==> src/rtl/pwm_decoder.sv <==
// rtl/pwm_decoder.sv - servo PWM pulse-width decoder with loss-of-signal failsafe
// Measures each high pulse in clk ticks and maps it to the 2-bit motor instruction code.
module pwm_decoder #(
    parameter int CNT_W    = 12,
    parameter int MIN_W    = 100,
    parameter int BACK_MAX = 192,
    parameter int FWD_MIN  = 269,
    parameter int MAX_W    = 400,
    parameter int TIMEOUT  = 3600
) (
    input  logic             clk,
    input  logic             reset,
    input  logic             pwm_in,
    output logic [1:0]       instr,
    output logic [CNT_W-1:0] width,
    output logic             valid,
    output logic             err,
    output logic             timeout
);

    localparam logic [1:0] INSTR_BACK = 2'b10;
    localparam logic [1:0] INSTR_STOP = 2'b11;
    localparam logic [1:0] INSTR_FWD  = 2'b01;

    localparam logic [CNT_W-1:0] MIN_C  = CNT_W'(MIN_W);
    localparam logic [CNT_W-1:0] BACK_C = CNT_W'(BACK_MAX);
    localparam logic [CNT_W-1:0] FWD_C  = CNT_W'(FWD_MIN);
    localparam logic [CNT_W-1:0] MAX_C  = CNT_W'(MAX_W);
    localparam logic [CNT_W-1:0] TO_C   = CNT_W'(TIMEOUT);
    localparam logic [CNT_W-1:0] ONE_C  = CNT_W'(1);

    typedef enum logic [1:0] {
        ST_ARM  = 2'd0,
        ST_LOW  = 2'd1,
        ST_HIGH = 2'd2
    } state_t;

    state_t           state_q, state_d;
    logic [2:0]       sync_q;
    logic [CNT_W-1:0] hcnt_q, hcnt_d;
    logic [CNT_W-1:0] pcnt_q, pcnt_d;
    logic [CNT_W-1:0] width_q, width_d;
    logic [1:0]       instr_q, instr_d;
    logic             valid_q, valid_d;
    logic             err_q, err_d;
    logic             timeout_q, timeout_d;
    logic             s2, s3, rise, fall;

    function automatic logic [CNT_W-1:0] sat_inc(input logic [CNT_W-1:0] x);
        return (&x) ? x : x + ONE_C;
    endfunction

    function automatic logic [1:0] decode(input logic [CNT_W-1:0] w);
        if (w <= BACK_C)
            return INSTR_BACK;
        else if (w >= FWD_C)
            return INSTR_FWD;
        else
            return INSTR_STOP;
    endfunction

    assign s2   = sync_q[1];
    assign s3   = sync_q[2];
    assign rise = s2 & ~s3;
    assign fall = ~s2 & s3;

    // Synchronizer resets high so a pulse already in progress at reset release is skipped by ARM.
    always_ff @(posedge clk) begin
        if (reset) begin
            sync_q    <= 3'b111;
            state_q   <= ST_ARM;
            hcnt_q    <= '0;
            pcnt_q    <= '0;
            width_q   <= '0;
            instr_q   <= INSTR_STOP;
            valid_q   <= 1'b0;
            err_q     <= 1'b0;
            timeout_q <= 1'b1;
        end else begin
            sync_q    <= {sync_q[1:0], pwm_in};
            state_q   <= state_d;
            hcnt_q    <= hcnt_d;
            pcnt_q    <= pcnt_d;
            width_q   <= width_d;
            instr_q   <= instr_d;
            valid_q   <= valid_d;
            err_q     <= err_d;
            timeout_q <= timeout_d;
        end
    end

    always_comb begin
        state_d   = state_q;
        hcnt_d    = hcnt_q;
        pcnt_d    = pcnt_q;
        width_d   = width_q;
        instr_d   = instr_q;
        timeout_d = timeout_q;
        valid_d   = 1'b0;
        err_d     = 1'b0;
        case (state_q)
            ST_ARM: begin
                if (!s2)
                    state_d = ST_LOW;
            end
            ST_LOW: begin
                if (rise) begin
                    hcnt_d  = ONE_C;
                    pcnt_d  = ONE_C;
                    state_d = ST_HIGH;
                end else begin
                    pcnt_d = sat_inc(pcnt_q);
                    if (pcnt_q == TO_C) begin
                        timeout_d = 1'b1;
                        instr_d   = INSTR_STOP;
                    end
                end
            end
            ST_HIGH: begin
                pcnt_d = sat_inc(pcnt_q);
                if (fall) begin
                    width_d = hcnt_q;
                    state_d = ST_LOW;
                    if (hcnt_q >= MIN_C && hcnt_q <= MAX_C) begin
                        valid_d   = 1'b1;
                        instr_d   = decode(hcnt_q);
                        timeout_d = 1'b0;
                    end else begin
                        err_d = 1'b1;
                    end
                end else begin
                    hcnt_d = sat_inc(hcnt_q);
                    // A stuck-high input is abandoned rather than reported on its eventual fall.
                    if (pcnt_q == TO_C) begin
                        timeout_d = 1'b1;
                        instr_d   = INSTR_STOP;
                        state_d   = ST_ARM;
                    end
                end
            end
            default: state_d = ST_ARM;
        endcase
    end

    assign instr   = instr_q;
    assign width   = width_q;
    assign valid   = valid_q;
    assign err     = err_q;
    assign timeout = timeout_q;

endmodule

==> config.mk <==
export PLATFORM = sky130hd
export DESIGN_NAME = pwm_decoder
export DESIGN_NICKNAME = d
export VERILOG_FILES = /design/src/rtl/pwm_decoder.sv
export SDC_FILE = /design/constraint.sdc
export NUM_CORES = 1
export LEC_CHECK = 0
export BUFFER_PORTS_ARGS = -buffer_cell sky130_fd_sc_hd__buf_2
export CAP_MARGIN = 15
export CORE_MARGIN = 4
export CORE_UTILIZATION = 37
export CTS_CLUSTER_SIZE = 10
export DETAILED_ROUTE_END_ITERATION = 16
export REMOVE_ABC_BUFFERS = 1
export SKIP_CTS_REPAIR_TIMING = 1
export SLEW_MARGIN = 15
export SYNTH_ARGS = -nofsm -noshare
export SYNTH_HDL_FRONTEND = slang
export SYNTH_SLANG_ARGS = --single-unit
==> constraint.sdc <==
create_clock -name clk -period 3.97 [get_ports clk]
set_clock_uncertainty 0.15 [all_clocks]
set_input_delay 0.1985 -clock clk [delete_from_list [all_inputs] [get_ports clk]]
set_output_delay 0.1985 -clock clk [all_outputs]
set_load 0.02 [all_outputs]
==> results_dict.tcl <==
set metrics [dict create \
    async_reset_ff_share_pct 0 \
    io_pins 20 \
    synthTopCellsByCount "dfxtp_1, nand2_1, nor2_1" \
    r2r_slack_ns 1.47 \
    layout-drive-gt1-share_pct 14.2 \
    synth_area_per_cell_um2 8.58 \
    vias 1872 \
    root_buffer "clkbuf_8" \
    hpwl_mm 3.34 \
    dr.first_iter.drc_count 65 \
    startpoint_type "flip-flop" \
    r2r-start "state_q[0]$_SDFFE_PP0P_" \
    die-area_um2 7590 \
    leakage_nw 0.947 \
    timing.rr.end "hcnt_q[3]$_SDFFE_PP0P_" \
    synth_area_leader_cell "dfxtp_1" \
    grt_usage_pct 13.2 \
    crit_fanout 18 \
    drt_wl_total_mm 4.76 \
    required_ns 4.02 \
    relSlewSlack_pct 51.8 \
    routedWlPerCell_um 13.3 \
    cts_buffers 5 \
    dr.pass1.iters 4 \
    cts_max_level 2 \
    hp-start "reset" \
    synth_edf_count 0 \
    synth_top_area_share_pct 39.7 \
    ys_top_cells_by_area "dfxtp_1, ha_1, nand2_1, a21oi_1, nor2_1" \
    worst_setup_path_end_kind "flip-flop" \
    synth_area_um2 2320 \
    clk_path_buf_depth 2 \
    yosysWarnings 0 \
    fmax_ghz 0.400 \
    drc_errors 0 \
    pre_cts_ws_ns 1.44 \
    finalSetupViolations 0 \
    ir_worst_vdd_v 0.000201 \
    yosysUniqueCellTypes 51 \
    antenna_cells 0 \
    post-route-period-util_pct 63.0 \
    fin_crit_ns 2.50 \
    fill_cells 635 \
    p_per_area_nw_per_um2 357 \
    grt_first_pass_wirelength_mm 8.22 \
    num_rows 28 \
    yosysMostFrequentCell "dfxtp_1" \
    hold_end "pcnt_q[1]$_SDFFE_PP0P_" \
    grt_remaining_overflow 0 \
    gp_congestion 0.798 \
    cts_tree "built" \
    grt_pass1_vias 1807 \
    fin_ws_ns 1.47 \
    antenna_left 0 \
    critPathKind "reg -> reg" \
    power_w 0.000903 \
    yosysSeqAreaShare_pct 39.7 \
    stdcell_area_um2 2530 \
    clkSinkCount 46 \
    synth-seq-cells 46 \
    post_dp_cell_area_um2 2430 \
    clk_latency_ns 0.30 \
    arrival_ns 2.55 \
    maxCapViolations 0 \
    path_clk_slew_ns 0.09 \
    grt_max_degree 27 \
    layout-area-overhead-vs-synth_pct 9.23 \
    die_w_um 87.1 \
    rsz0062_at_grt "false" \
    antenna_found_initial 0 \
    vias_per_cell 5.24 \
    report.final.slew_viol_count 0 \
    reg2regPathDepth 7 \
    dieHeight_um 87.1 \
    outcome "complete, no violations" \
    tightestPinTransition_ns 0.723 \
    min_delay_path_depth 2 \
    core_region_area_um2 5990 \
    tns_ns 0 \
    synth_cells 270 \
    io_buffers 19 \
    layout.nets 294 \
    hold_viol 0 \
    synth-main-ff-cell "dfxtp_1" \
    start_util_pct 38.7 \
    hp-class "in -> reg" \
]
[state kept, by name (all words and copies together) (netlist names)]
signal and cells:
hcnt_q 12, pcnt_q 12, width 12, sync_q 3, instr 2, state_q 2, err 1, timeout 1
valid 1
[power breakdown]
part / internal [W] / switching (W)
clock: 0.000126 / 0.000170
combinational: 0.0000462 / 0.0000770
sequential: 0.000471 / 0.0000126
total: 0.000643 / 0.000259
[worst max path at each step]
stage	startpoint	end	slack (ns)	cells after the start
global placement	state_q[0]$_SDFFE_PP0P_	hcnt_q[3]$_SDFFE_PP0P_	1.52	7
global route	state_q[0]$_SDFFE_PP0P_	hcnt_q[11]$_SDFFE_PP0P_	1.30	7
CTS	state_q[0]$_SDFFE_PP0P_	hcnt_q[3]$_SDFFE_PP0P_	1.43	7
floorplan	state_q[0]$_SDFFE_PP0P_	hcnt_q[3]$_SDFFE_PP0P_	1.72	7
detailed placement	state_q[0]$_SDFFE_PP0P_	hcnt_q[3]$_SDFFE_PP0P_	1.44	7
finish	state_q[0]$_SDFFE_PP0P_	hcnt_q[3]$_SDFFE_PP0P_	1.47	7
[per-layer routing]
metal / wire (um) / track usage [%]
met3: 179 / 3.31
met2: 2210 / 22.7
met1: 2330 / 17.0
met5: 0 / 0
met4: 43 / 2.23
[placed cells by master, fill, tap and decap left out, types with 2 or more instances in the layout]
cell / instances
dfxtp_1: 46
nand2_1: 31
nor2_1: 27
a21oi_1: 22
buf_2: 19
nand3_1: 12
inv_1: 11
ha_1: 10
xor2_1: 9
and3_1: 8
nand4_1: 7
nor3_1: 5
xnor2_1: 5
or3_1: 5
o21ai_0: 5
clkbuf_8: 5
nor3b_1: 4
a311oi_1: 4
a21o_1: 4
a31oi_1: 3
or2_2: 3
o211ai_1: 2
nand3b_1: 2
or4_1: 2
and4_1: 2
o21ai_1: 2
clkinvlp_4: 2
[worst max-delay path, cell delays in order (launching register included)]
cell      delay, ns
dfxtp_1        0.38
inv_1          0.08
ha_1           0.27
and3b_1        0.43
a211oi_4       0.45
o21a_4         0.22
nand4_2        0.11
mux2_4         0.31
[stage by stage]
| step | hold slack, ns | std cells | util, % |
|---|---|---|---|
| global route | 0.241 | 357 | 42.3 |
| detailed placement | 0.239 | 348 | 40.5 |
| CTS | -0.0785 | 356 | 42.1 |
| global placement | 0.237 | 348 | 40.5 |
| finish | 0.196 | 357 | 42.3 |
| floorplan | 0.111 | 254 | - |
[logic make-up after synthesis]
group,share of synthesized area (%)
compound gates,17.4
xor+xnor,5.29
fa+ha+maj,5.40
buf+inv,5.13
flops,39.7
mux,1.08
simple gates,26.0
[layout make-up]
class                           instances  area (um^2)  share of cell area, %
Clock buffer                            5         68.8                   2.72
Clock inverter                          3         23.8                  0.939
Inverter                               11         41.3                   1.63
Multi-Input combinational cell        197         1280                   50.5
Sequential cell                        46          921                   36.4
Tap cell                               75         93.8                   3.71
Timing Repair Buffer                   20          105                   4.15
No activity file was read; power rests on OpenSTA's default activity.
